`src/rtl/adc_spi_pkg.sv`:
```
// ADC SPI sampler shared types and default constants.
// Latency: n/a (package only).
// Backpressure: n/a; holds the FSM state enum, default sizing and a small max helper.
package adc_spi_pkg;

    typedef enum logic [1:0] {
        IDLE,
        SETUP,
        SHIFT,
        QUIET
    } state_t;

    localparam int ADC_DATA_W     = 12;
    localparam int ADC_FRAME_BITS = 16;
    localparam int ADC_CLK_DIV    = 4;
    localparam int ADC_CS_SETUP   = 2;
    localparam int ADC_CS_QUIET   = 4;

    function automatic int max3(input int a, input int b, input int c);
        int m;
        m = (a > b) ? a : b;
        return (m > c) ? m : c;
    endfunction

endpackage

```
`src/rtl/adc_spi_sampler_if.sv`:
```
// Bundle of the sampler's pin-level SPI signals and its sample output.
// Latency: n/a (wiring only).
// Backpressure: none; sample_valid is a one-cycle strobe the consumer must take.
// Ports: start/miso (async pins into the sampler), cs_n/sck (SPI master outputs),
//        busy, sample_valid, sample_data (towards the threshold stage).
interface adc_spi_sampler_if #(
    parameter int DATA_W = adc_spi_pkg::ADC_DATA_W
);
    logic              start;
    logic              miso;
    logic              cs_n;
    logic              sck;
    logic              busy;
    logic              sample_valid;
    logic [DATA_W-1:0] sample_data;

    // master: the sampler itself
    modport master (
        input  start, miso,
        output cs_n, sck, busy, sample_valid, sample_data
    );

    // slave: ADC pins plus the downstream consumer
    modport slave (
        output start, miso,
        input  cs_n, sck, busy, sample_valid, sample_data
    );
endinterface

```
`src/rtl/adc_spi_sampler_sync_2ff.sv`:
```
// Two-flop synchroniser for a single asynchronous pin.
// Latency: 2 clk from pin change to q.
// Backpressure: none. Ports: clk, rst_n (sync, active low), d (async in), q (synced out).
module sync_2ff (
    input  logic clk,
    input  logic rst_n,
    input  logic d,
    output logic q
);
    logic meta_q, meta_d;
    logic sync_q, sync_d;

    always_comb begin
        meta_d = d;
        sync_d = meta_q;
    end

    always_ff @(posedge clk) begin
        if (!rst_n) begin
            meta_q <= 1'b0;
            sync_q <= 1'b0;
        end else begin
            meta_q <= meta_d;
            sync_q <= sync_d;
        end
    end

    assign q = sync_q;
endmodule

```
`src/rtl/adc_spi_sampler.sv`:
```
// SPI master reading one ADC frame per request; presents the last DATA_W bits MSB-first.
// Latency: cs_n low 3 clk after start pin; sample_valid CS_SETUP+2*CLK_DIV*FRAME_BITS clk after cs_n falls.
// Backpressure: none; sample_valid is a 1-cycle strobe, sample_data holds until the next one.
// Ports: clk, rst_n (sync, active low), bus (adc_spi_sampler_if.master).
// Build option ADC_AVG4_EN: output the truncated mean of every 4 frames instead of each frame.
module adc_spi_sampler
    import adc_spi_pkg::*;
#(
    parameter int DATA_W     = ADC_DATA_W,
    parameter int FRAME_BITS = ADC_FRAME_BITS,
    parameter int CLK_DIV    = ADC_CLK_DIV,
    parameter int CS_SETUP   = ADC_CS_SETUP,
    parameter int CS_QUIET   = ADC_CS_QUIET
) (
    input  logic                clk,
    input  logic                rst_n,
    adc_spi_sampler_if.master   bus
);
    localparam int CNT_W = $clog2(max3(CLK_DIV, CS_SETUP, CS_QUIET));
    localparam int BIT_W = $clog2(FRAME_BITS + 1);

    logic start_s, miso_s;

    sync_2ff u_sync_start (.clk(clk), .rst_n(rst_n), .d(bus.start), .q(start_s));
    sync_2ff u_sync_miso  (.clk(clk), .rst_n(rst_n), .d(bus.miso),  .q(miso_s));

    state_t            state_q, state_d;
    logic [CNT_W-1:0]  cnt_q, cnt_d;
    logic [BIT_W-1:0]  bit_q, bit_d;
    logic [DATA_W-1:0] shreg_q, shreg_d, shreg_nxt;
    logic              cs_n_q, cs_n_d;
    logic              sck_q, sck_d;
    logic              busy_q, busy_d;
    logic              valid_q, valid_d;
    logic [DATA_W-1:0] data_q, data_d;
`ifdef ADC_AVG4_EN
    logic [DATA_W+1:0] acc_q, acc_d, acc_sum;
    logic [1:0]        frm_q, frm_d;
`endif

    always_comb begin
        state_d   = state_q;
        cnt_d     = cnt_q;
        bit_d     = bit_q;
        shreg_d   = shreg_q;
        cs_n_d    = cs_n_q;
        sck_d     = sck_q;
        busy_d    = busy_q;
        valid_d   = 1'b0;
        data_d    = data_q;
        // Leading frame bits simply fall off the top of the register.
        shreg_nxt = {shreg_q[DATA_W-2:0], miso_s};
`ifdef ADC_AVG4_EN
        acc_d     = acc_q;
        frm_d     = frm_q;
        acc_sum   = acc_q + {2'b00, shreg_nxt};
`endif
        case (state_q)
            IDLE: begin
                if (start_s) begin
                    state_d = SETUP;
                    cs_n_d  = 1'b0;
                    busy_d  = 1'b1;
                    cnt_d   = '0;
                    bit_d   = '0;
                end
            end
            SETUP: begin
                if (cnt_q == CNT_W'(CS_SETUP - 1)) begin
                    state_d = SHIFT;
                    cnt_d   = '0;
                end else begin
                    cnt_d = cnt_q + CNT_W'(1);
                end
            end
            SHIFT: begin
                if (cnt_q == CNT_W'(CLK_DIV - 1)) begin
                    cnt_d = '0;
                    if (!sck_q) begin
                        sck_d = 1'b1;
                    end else begin
                        // Last clk of the high phase: the ADC bit has been stable
                        // since the previous falling edge, well past the sync delay.
                        sck_d   = 1'b0;
                        shreg_d = shreg_nxt;
                        bit_d   = bit_q + BIT_W'(1);
                        if (bit_q == BIT_W'(FRAME_BITS - 1)) begin
                            state_d = QUIET;
                            cs_n_d  = 1'b1;
                            bit_d   = '0;
`ifdef ADC_AVG4_EN
                            if (frm_q == 2'd3) begin
                                valid_d = 1'b1;
                                data_d  = acc_sum[DATA_W+1:2];
                                acc_d   = '0;
                                frm_d   = '0;
                            end else begin
                                acc_d = acc_sum;
                                frm_d = frm_q + 2'd1;
                            end
`else
                            valid_d = 1'b1;
                            data_d  = shreg_nxt;
`endif
                        end
                    end
                end else begin
                    cnt_d = cnt_q + CNT_W'(1);
                end
            end
            QUIET: begin
                // The single IDLE cycle that follows is the last quiet cycle, so
                // back-to-back frames see cs_n high for exactly CS_QUIET clocks.
                if (cnt_q == CNT_W'(CS_QUIET - 2)) begin
                    state_d = IDLE;
                    busy_d  = 1'b0;
                    cnt_d   = '0;
                end else begin
                    cnt_d = cnt_q + CNT_W'(1);
                end
            end
            default: state_d = IDLE;
        endcase
    end

    always_ff @(posedge clk) begin
        if (!rst_n) begin
            state_q <= IDLE;
            cnt_q   <= '0;
            bit_q   <= '0;
            shreg_q <= '0;
            cs_n_q  <= 1'b1;
            sck_q   <= 1'b0;
            busy_q  <= 1'b0;
            valid_q <= 1'b0;
            data_q  <= '0;
`ifdef ADC_AVG4_EN
            acc_q   <= '0;
            frm_q   <= '0;
`endif
        end else begin
            state_q <= state_d;
            cnt_q   <= cnt_d;
            bit_q   <= bit_d;
            shreg_q <= shreg_d;
            cs_n_q  <= cs_n_d;
            sck_q   <= sck_d;
            busy_q  <= busy_d;
            valid_q <= valid_d;
            data_q  <= data_d;
`ifdef ADC_AVG4_EN
            acc_q   <= acc_d;
            frm_q   <= frm_d;
`endif
        end
    end

    assign bus.cs_n         = cs_n_q;
    assign bus.sck          = sck_q;
    assign bus.busy         = busy_q;
    assign bus.sample_valid = valid_q;
    assign bus.sample_data  = data_q;
endmodule

```
`src/flat_wrapper.sv`:
```
// flat-port wrapper written by rule: the top's interface ports become plain ports
module adc_spi_sampler_flat import adc_spi_pkg::*;
#(
    parameter int DATA_W     = ADC_DATA_W,
    parameter int FRAME_BITS = ADC_FRAME_BITS,
    parameter int CLK_DIV    = ADC_CLK_DIV,
    parameter int CS_SETUP   = ADC_CS_SETUP,
    parameter int CS_QUIET   = ADC_CS_QUIET
)
  (clk, rst_n, bus_start, bus_miso, bus_cs_n, bus_sck, bus_busy, bus_sample_valid, bus_sample_data);
  adc_spi_sampler_if #(.DATA_W(DATA_W)) bus_i ();
  input  logic clk;
  input  logic rst_n;
  input wire logic [$bits(bus_i.start)-1:0] bus_start;
  input wire logic [$bits(bus_i.miso)-1:0] bus_miso;
  output wire logic [$bits(bus_i.cs_n)-1:0] bus_cs_n;
  output wire logic [$bits(bus_i.sck)-1:0] bus_sck;
  output wire logic [$bits(bus_i.busy)-1:0] bus_busy;
  output wire logic [$bits(bus_i.sample_valid)-1:0] bus_sample_valid;
  output wire logic [$bits(bus_i.sample_data)-1:0] bus_sample_data;
  assign bus_i.start = bus_start;
  assign bus_i.miso = bus_miso;
  assign bus_cs_n = bus_i.cs_n;
  assign bus_sck = bus_i.sck;
  assign bus_busy = bus_i.busy;
  assign bus_sample_valid = bus_i.sample_valid;
  assign bus_sample_data = bus_i.sample_data;
  adc_spi_sampler #(.DATA_W(DATA_W), .FRAME_BITS(FRAME_BITS), .CLK_DIV(CLK_DIV), .CS_SETUP(CS_SETUP), .CS_QUIET(CS_QUIET)) u_core (.clk(clk), .rst_n(rst_n), .bus(bus_i));
endmodule
```
`config.mk`:
```
export PLATFORM = sky130hd
export DESIGN_NAME = adc_spi_sampler_flat
export DESIGN_NICKNAME = d
export VERILOG_FILES = /design/src/rtl/adc_spi_pkg.sv /design/src/rtl/adc_spi_sampler_if.sv /design/src/rtl/adc_spi_sampler_sync_2ff.sv /design/src/rtl/adc_spi_sampler.sv /design/src/flat_wrapper.sv
export SDC_FILE = /design/constraint.sdc
export NUM_CORES = 1
export LEC_CHECK = 0
export CORE_ASPECT_RATIO = 2
export CORE_MARGIN = 8
export CORE_UTILIZATION = 54
export DETAILED_ROUTE_END_ITERATION = 7
export GPL_TIMING_DRIVEN = 0
export MAX_ROUTING_LAYER = met4
export PLACE_DENSITY = 0.77
export SLEW_MARGIN = 20
export SYNTH_ARGS = -nofsm -noshare
export SYNTH_HDL_FRONTEND = slang
export SYNTH_HIERARCHICAL = 1
export SYNTH_SLANG_ARGS = --single-unit
```
`constraint.sdc`:
```
create_clock -name clk -period 2.05 [get_ports clk]
set_input_delay 0.41 -clock clk [delete_from_list [all_inputs] [get_ports clk]]
set_output_delay 0.41 -clock clk [all_outputs]
set_load 0.1 [all_outputs]
```
# Word-level counts from Yosys, hierarchy flattened
# Index checks and enable logic that the tools add are counted.
[word_totals] register_bits=40 wordCells=66
[op_classes] n_reduce_logical=11 add_sub_neg=2 eq_ne=13 mux=27
[ops] cell="$mux W2" n=10
[ops] cell="$mux W5" n=4
[ops] cell="$pmux W2 S4" n=2
[ops] cell="$reduce_and A4 Y1" n=3
[ops] cell="$ne A2 B1 Y1 const B" n=5
[ops] cell="$pmux W5 S2" n=1
[ops] cell="$eq A2 B2 Y1 const B" n=4
[ops] cell="$mux W1" n=8
[ops] cell="$reduce_and A3 Y1" n=2
[ops] cell="$reduce_and A6 Y1" n=1
[ops] cell="$add A5 B1 Y5 const B" n=1
[ops] cell="$eq A5 B4 Y1 const B" n=1
[ops] cell="$reduce_and A5 Y1" n=1
[ops] cell="$eq A2 B1 Y1 const B" n=2
[ops] cell="$pmux W1 S2" n=2
[ops] cell="$reduce_bool A2 Y1" n=2
[ops] cell="$add A2 B1 Y2 const B" n=1
[ops] cell="$logic_not A2 Y1" n=1
[ops] cell="$ne A2 B2 Y1 const B" n=1
[ops] cell="$reduce_and A2 Y1" n=1

# Logic depth before layout (Yosys ltp)
[depth] ltp_word=5 mapped_depth=7

# Hierarchy
# Netlist, hierarchy kept.
[modules_own_cells] module="adc_spi_sampler" area_each_um2=1602.8 cells_each=193 n_inst=1
[modules_own_cells] module="sync_2ff" area_each_um2=52.6 cells_each=4 n_inst=2

# Least setup slack after synthesis
# Ideal clock, no wire load.
[synth_path] kind="register to register" start="register u_core.sck_q, in the netlist u_core/bus.sck" end="register u_core.bit_q[3]" arrival_time_ns=1.786 path_stages_with_launch=5 setup_slack_ns=0.147 required_ns=1.933 path_buffers=0 cell_sequence="dfxtp_1 > nand3_2 > a21oi_4 > o21ai_1 > a32o_1"
[synth_via] elab_chain_len=2
[synth_rtl] element="start: declaration" line_no="adc_spi_sampler.sv:32" source="logic sck_q, sck_d;"
[synth_rtl] element="start signal: assignment" line_no="adc_spi_sampler.sv:147" source="sck_q <= sck_d;"
[synth_rtl] element="$ne A2 B1 Y1 (no line)"
[synth_rtl] element="$reduce_and A4 Y1 (no line)"
[synth_rtl] element="end signal: assignment" line_no="adc_spi_sampler.sv:144" source="bit_q <= bit_d;"
[synth_rtl] element="end: declaration" line_no="adc_spi_sampler.sv:29" source="logic [BIT_W-1:0] bit_q, bit_d;"
# No other way between the ends.
# A chain may end at the register's enable or synchronous reset.

# Final worst setup path
[layout_path] start="register u_core.sck_q, in the netlist u_core/bus.sck" end="output bus_sck"
[layout_lines] element="end: declaration" line_no="flat_wrapper.sv:17" source="output wire logic [$bits(bus_i.sck)-1:0] bus_sck;"
# No word-level cell between the ends.

==> impl_metrics.csv <==
group,metric,value,unit
timing,period_minus_slack,1.956,ns
cts,clk_latency,0.29,ns
detailed_routing,drt_wl_total,3232,um
detailed_routing,vias,1408,
timing,finClkSkew,0.007921,ns
synthesis,synth-seq-area-share,46.89,%
setup_path,cp_max_fo,4,
setup_path,cp-start-kind,"flop",
synthesis,synth_top_family_by_area,"simple AND/OR/NAND/NOR gates",
synthesis,avgSynthCellArea,8.497,um2
setup_path,cp-end-kind,"primary output",
final_layout,fin_cells,259,
timing,slew_viol_final,0,
timing,rsz0062_at_grt,"false",
synthesis,synth_top_flop_cell,"dfxtp_1",
outcome,status,"completed",
synthesis,synth_compound_area_share,15.09,%
floorplan,fp.dieH,95.53,um
placement,gp_congestion,0.8076,
hold_path,hold_path_class,"reg -> reg",
synthesis,synth-seq-cells,40,
setup_path,cp_data_required_time,1.64,ns
floorplan,io_pins,20,
setup_path,critPathKind,"reg -> out",
synthesis,yosys_warnings,6,
final_layout,area_growth,19.34,%
cts,clk_pin_slew,0.07,ns
cts,cts_sinks,40,
synthesis,syn_nets,216,
grt,grt_pass1_vias,1371,
synthesis,synthSimpleGateAreaFrac,24.84,%
grt,grt_start_max_net_pins,14,
timing,hold_viol_final,0,
timing,setup_tns,0,ns
synthesis,ys_types,33,
pwr,p_leak,0.8214,nW
detailed_routing,viasPerCell,5.436,
grt,grt.total_usage,13.43,%
final_layout,final_nets,242,
grt,grt_pass1_wl,5844,um
synthesis,synth_fa_ha_area_share,8.059,%
pwr,ir_drop,0.0007817,V
cts,clockBufferDepth,2,
synthesis,synthMuxAreaShare,0.5861,%
setup_path,crit_buf_inv,1,
synthesis,post_synth_xor_area_fraction,0.5128,%
floorplan,dieArea,5327,um2
setup_path,arrival,1.55,ns
cts,h-tree-depth,2,
detailed_routing,drc_errors,0,
timing,whs,0.4381,ns
timing,fin_crit_sh,95.42,%
floorplan,start_util,55.38,%
placement,place_hpwl,2414,um
cts,cts_buffers,5,
floorplan,die_w,55.77,um
synthesis,synth_area,1708,um2
timing,fmax,511.2,MHz
cts,cts_root_buffer,"clkbuf_8",
grt,grt_antenna_before_repair,0,
setup_path,crit_family,"buffers and inverters",
run,drv_cap,0,
detailed_routing,drt-initial-drc-count,33,
detailed_routing,first_pass_iters,4,
pwr,p_per_area,990.2,nW/um2
synthesis,synthArstFlopShare,0,%
timing,finalSetupViolCount,0,
synthesis,synth_cells,201,
placement,placed_cells,251,
detailed_routing,ant_nets,0,
cts,cts_tree,"done",
cts,postCtsHoldBufs,0,
placement,portBuffers,19,
synthesis,synth-edff-count,0,
setup_path,crit_chain,"dlygate4sd2_1",
grt,grt_overflow,0,
floorplan,fp-row-count,29,
setup_path,r2r_slack,0.32,ns
setup_path,cpPeakStageDelay,0.87,ns
setup_path,slowest_stage,"dlygate4sd2_1",
final_layout,antenna_cells,0,
detailed_routing,avgRoutedWirePerCell,12.48,um
timing,worstMarginPinSlew,0.9641,ns
floorplan,coreArea,3084,um2
timing,relSlewSlack,35.98,%
final_layout,filler_cell_count,271,
final_layout,drive_above_1_share,8.333,%
[placed cells by master (no fill, tap or decap), types with 2 or more instances in the layout]
master           synthesis  routed
and2_1                   4       4
nand2_1                 57      57
buf_2                    4       4
and4b_1                  2       2
a21oi_1                 31      31
ha_1                    11      11
clkdlybuf4s50_1          0       3
and3_1                   2       2
nand3_2                  2       2
dfxtp_1                 40      40
inv_1                    7       7
clkbuf_1                 4       4
clkbuf_8                 0       6
nand4b_1                 2       2
nor3_1                   3       3
nor2b_1                  4       4
o21ai_1                  4       4
nor2_1                   7       7
dlygate4sd2_1            0      16
[state kept, by name, summed over array words and instances, names as in the netlist, 2 cells and up]
signal and count:
u_core/bit_q 5, u_core/bus.sample_data 12, u_core/cnt_q 2, u_core/shreg_q 11, u_core/state_q 2
[worst paths after layout]
kind,endpoint,start,cells past startpoint
worst min register to register,u_core/u_sync_start/q,u_core/u_sync_start/meta_q,1
worst max-delay path,bus_sck,u_core/bus.sck,1
worst max register to register,u_core/state_q[0],u_core/state_q[0],7
worst min-delay path,u_core/u_sync_start/q,u_core/u_sync_start/meta_q,1
[cells in the mapped netlist (2+ instances only)]
master,instances,area [um2]
and4b_1,2,20.02
nor3_1,3,15.01
nor2_1,7,26.28
and2_1,4,25.02
dfxtp_1,40,800.8
inv_1,7,26.28
nand3_2,2,20.02
and3_1,2,12.51
clkbuf_1,4,15.01
buf_2,4,20.02
ha_1,11,137.6
nor2b_1,4,25.02
nand4b_1,2,17.52
o21ai_1,4,20.02
nand2_1,57,214.0
a21oi_1,31,155.2
[final cells by class]
type | instances | area (um2) | area share, %
Buffer | 9 | 42.54 | 2.087
Clock buffer | 6 | 82.58 | 4.052
Clock inverter | 2 | 38.79 | 1.903
Inverter | 7 | 26.28 | 1.289
Multi-Input combinational cell | 145 | 838.3 | 41.13
Sequential cell | 40 | 800.8 | 39.29
Tap cell | 31 | 38.79 | 1.903
Timing Repair Buffer | 19 | 170.2 | 8.349
[what timing repair did]
| action | CTS | global route |
|---|---|---|
| endpoints found under the setup margin | 16 | 0 |
| resized for setup | 16 | 0 |
| setup buffers | 0 | 0 |
[metrics by stage]
stage,setup slack [ns],cell area [um2],utilization (%),total power [mW]
after global placement,0.1290,1937,62.80,1.360
after detailed placement,0.1301,1937,62.80,1.374
after global routing,0.03465,2038,66.09,2.121
final,0.09390,2038,66.09,2.018
after floorplan,0.1469,1708,-,1.269
after CTS,0.07965,2038,66.09,2.034
[routing by layer]
layer | up-vias | routed length (um) | global-route usage (%)
li1 | 720 | - | -
met1 | 654 | 1430 | 13.40
met2 | 26 | 1601 | 23.78
met3 | 8 | 149 | 3.867
met4 | 0 | 51 | 5.579
met5 | - | 0 | -
[report_power, final]
part / total [mW] / leakage (nW) / switching, mW / internal (mW)
registers: 0.832 / 0.324 / 0.0244 / 0.807
clock network: 0.667 / 0.0614 / 0.269 / 0.398
logic: 0.520 / 0.436 / 0.336 / 0.184
[logic make-up (layout without fill, tap and decap cells)]
kind of cell | Yosys count | count (layout)
XOR/XNOR | 1 | 1
AO/OA/AOI/OAI | 43 | 43
flip-flops | 40 | 40
multiplexers | 1 | 1
buffers and inverters | 16 | 43
AND/OR/NAND/NOR | 89 | 89
adder cells (fa/ha/maj) | 11 | 11
Power figures use the tool's default switching activity.
==> RTL change, RTL diff (same settings) <==
The 4 states of `state_t` get a one-hot encoding in 4 bits.
--- a/src/rtl/adc_spi_pkg.sv
+++ b/src/rtl/adc_spi_pkg.sv
@@ -3,11 +3,11 @@
 // Backpressure: n/a; holds the FSM state enum, default sizing and a small max helper.
 package adc_spi_pkg;
 
-    typedef enum logic [1:0] {
-        IDLE,
-        SETUP,
-        SHIFT,
-        QUIET
+    typedef enum logic [3:0] {
+        IDLE  = 4'b0001,
+        SETUP = 4'b0010,
+        SHIFT = 4'b0100,
+        QUIET = 4'b1000
     } state_t;
 
     localparam int ADC_DATA_W     = 12;
Behaviour: no difference found for any inputs over 10 cycles, from zero or initial values and one cycle with rst_n low; not proved beyond that.
==> RTL change against the unedited design <==
  * Register-to-register slack got worse by 0.23 ns
  * Design area increased by 3.4%
  * Setup slack got worse by 0.0078 ns
  * Routed wire length increased by 26%
  * Sequential power increased by 4.0%
  * Synthesized cell count decreased by 1.0%
  * Sequential cell count increased by 2
  * Clock power decreased by 18%
  * Utilization increased by 0.66 points
  * Via count increased by 4.0%
  * Sequential share of layout area increased by 0.68 points
  * Total power decreased by 13%
  * Area after synthesis increased by 4.8%
  * First-iteration DRC count decreased by 21%
  * Critical path type is now reg -> reg
  * Largest power group unchanged
==> RTL change: results (changes against the unedited design) <==
[synthesis]
yosys-top-cells-count=dfxtp_1 (42), nand2_1 (29), nor2_1 (17), a21oi_1 (15), mux2i_1 (13)
syn_avg_cell_area_um2=8.991  ; +5.8%
synth_cell_types=38  ; +15%
ys.flop_type=dfxtp_1
yosysSeqAreaShare=0.4699  ; +0.001066
synthArstFlopShare=0  ; unchanged
synthTopCellsByArea=dfxtp_1 (47%), mux2i_1 (7.3%), nand2_1 (6.1%), a21oi_1 (4.2%), nor2_1 (3.6%)
syn_nets=208  ; -3.7%

[timing]
max-slew-margin-rel=0.3575  ; -0.002266
fin_skew_ns=0.009543  ; +0.001622 ns
worst_slack_ns=0.08614  ; -0.007756 ns
whs_ns=0.4449  ; +0.006867 ns

[detailed_routing]
wl_met1_um=1533  ; +7.2%
drt-total-wl_um=4069  ; +26%
drt_iter0_drc=26  ; -21%
wl_met2_um=2306  ; +44%
topRoutingLayerUsed=met4
met3_length_um=100  ; -33%
dr_total_vias=1464  ; +4.0%

[layout]
final_nets=234  ; -3.3%
final_common_cell=dfxtp_1
stdcell_count=257  ; -0.77%
drive_above_1_share=0.08850  ; +0.005162
largest_reg_flops=12  ; unchanged
fillers=279  ; +3.0%

[grt]
grtUsageMet1=0.1412  ; +0.007173
grt_pass1_wl_um=7182  ; +23%
grt_pass1_vias=1644  ; +20%
grtUsageMet2=0.2937  ; +0.05594
grt_max_degree=13  ; -1
grtUsageTotal=0.1595  ; +0.02523
grtUsageMet3=0.03010  ; -0.008562

[placement]
gp_congestion=0.8593  ; +6.4%
port_buffers=19  ; unchanged
dp_cells=249  ; -0.80%
dpl_cell_area_mm2=0.002019  ; +4.3%
place_ws_ns=-0.03824  ; -0.1683 ns
dp_hpwl_um=3069  ; +27%

[min_path]
min_path_cells=1  ; unchanged
hold_class=reg -> reg
hold_path.startpoint=u_core/u_sync_miso/meta_q$_SDFF_PN0_
min_to=u_core/u_sync_miso/q$_SDFF_PN0_

[clock_network]
clock_latency_ns=0.29  ; about the same
clk_pin_slew_worst_paths_ns=0.08
cts_made_buffers=5  ; unchanged
cts_root_buf=clkbuf_8

[power_and_ir_drop]
irDropWorstVdd_mv=0.8608  ; +10%
power_switching_mw=0.5161  ; -18%
clk-power_mw=0.545  ; -18%
intPower_mw=1.242  ; -11%
p_comb_mw=0.349  ; -33%
p_leak_nw=0.8190  ; -0.29%

[setup_path]
crit_fanout=10  ; +6
timing.rr.start=u_core/state_q[0]$_SDFFE_PN1P_
arrival_ns=2.12  ; +0.57 ns
crit_family=simple AND/OR/NAND/NOR gates
slowest_delay_ns=0.51  ; -0.36 ns
crit_slowest_cell=or4b_1
worstReg2RegEnd=u_core/bus.sample_data[4]$_SDFFE_PN0P_

[run_status]
status=finished, final reports clean

-- RTL change: changes by cell type after synthesis, sizes merged, moves of 3 or more --
cell and delta:
nor3b +4, nand2 -28, nor2 +10, nor2b -3, a21oi -17, nand3 +8
mux2i +12, a21boi +3, clkbuf +4, ha -6
-- RTL change: timing repair --
action / CTS / global route
pin swaps: 1 / 1
setup buffers: 0 / 1
endpoints found under the hold margin: 0 / 0
endpoints found under the setup margin: 31 / 11
gates resized for setup: 17 / 1
-- RTL change: layout make-up --
class	count	area, um^2	share of cell area
clock buffer	7	86.33	0.04097
inverter	8	30.03	0.01425
timing repair buffer	20	177.7	0.08432
multi-input combinational	136	863.3	0.4097
sequential	42	842.1	0.3996
clock inverter	1	5.005	0.002375
buffer	12	63.81	0.03029
tap	31	38.79	0.01841
-- RTL change: worst max path at each step --
stage                                    from                                     end
6_report       u_core/state_q[0]$_SDFFE_PN1P_  u_core/bus.sample_data[4]$_SDFFE_PN0P_
3_3_place_gp                            rst_n            u_core/bus.busy$_SDFFE_PN0P_
5_1_grt        u_core/state_q[0]$_SDFFE_PN1P_            u_core/bit_q[3]$_SDFFE_PN0P_
3_5_place_dp   u_core/state_q[0]$_SDFFE_PN1P_          u_core/shreg_q[5]$_SDFFE_PN0P_
2_1_floorplan  u_core/state_q[0]$_SDFFE_PN1P_  u_core/bus.sample_data[0]$_SDFFE_PN0P_
4_1_cts        u_core/state_q[0]$_SDFFE_PN1P_  u_core/bus.sample_data[4]$_SDFFE_PN0P_
-- RTL change: cell families after synthesis --
logic type               synth area share
AO/OA/AOI/OAI                      0.1273
buffers and inverters             0.05454
XOR/XNOR                         0.009792
flip-flops                         0.4699
multiplexers                      0.07272
adder cells (fa/ha/maj)           0.03497
AND/OR/NAND/NOR                    0.2308
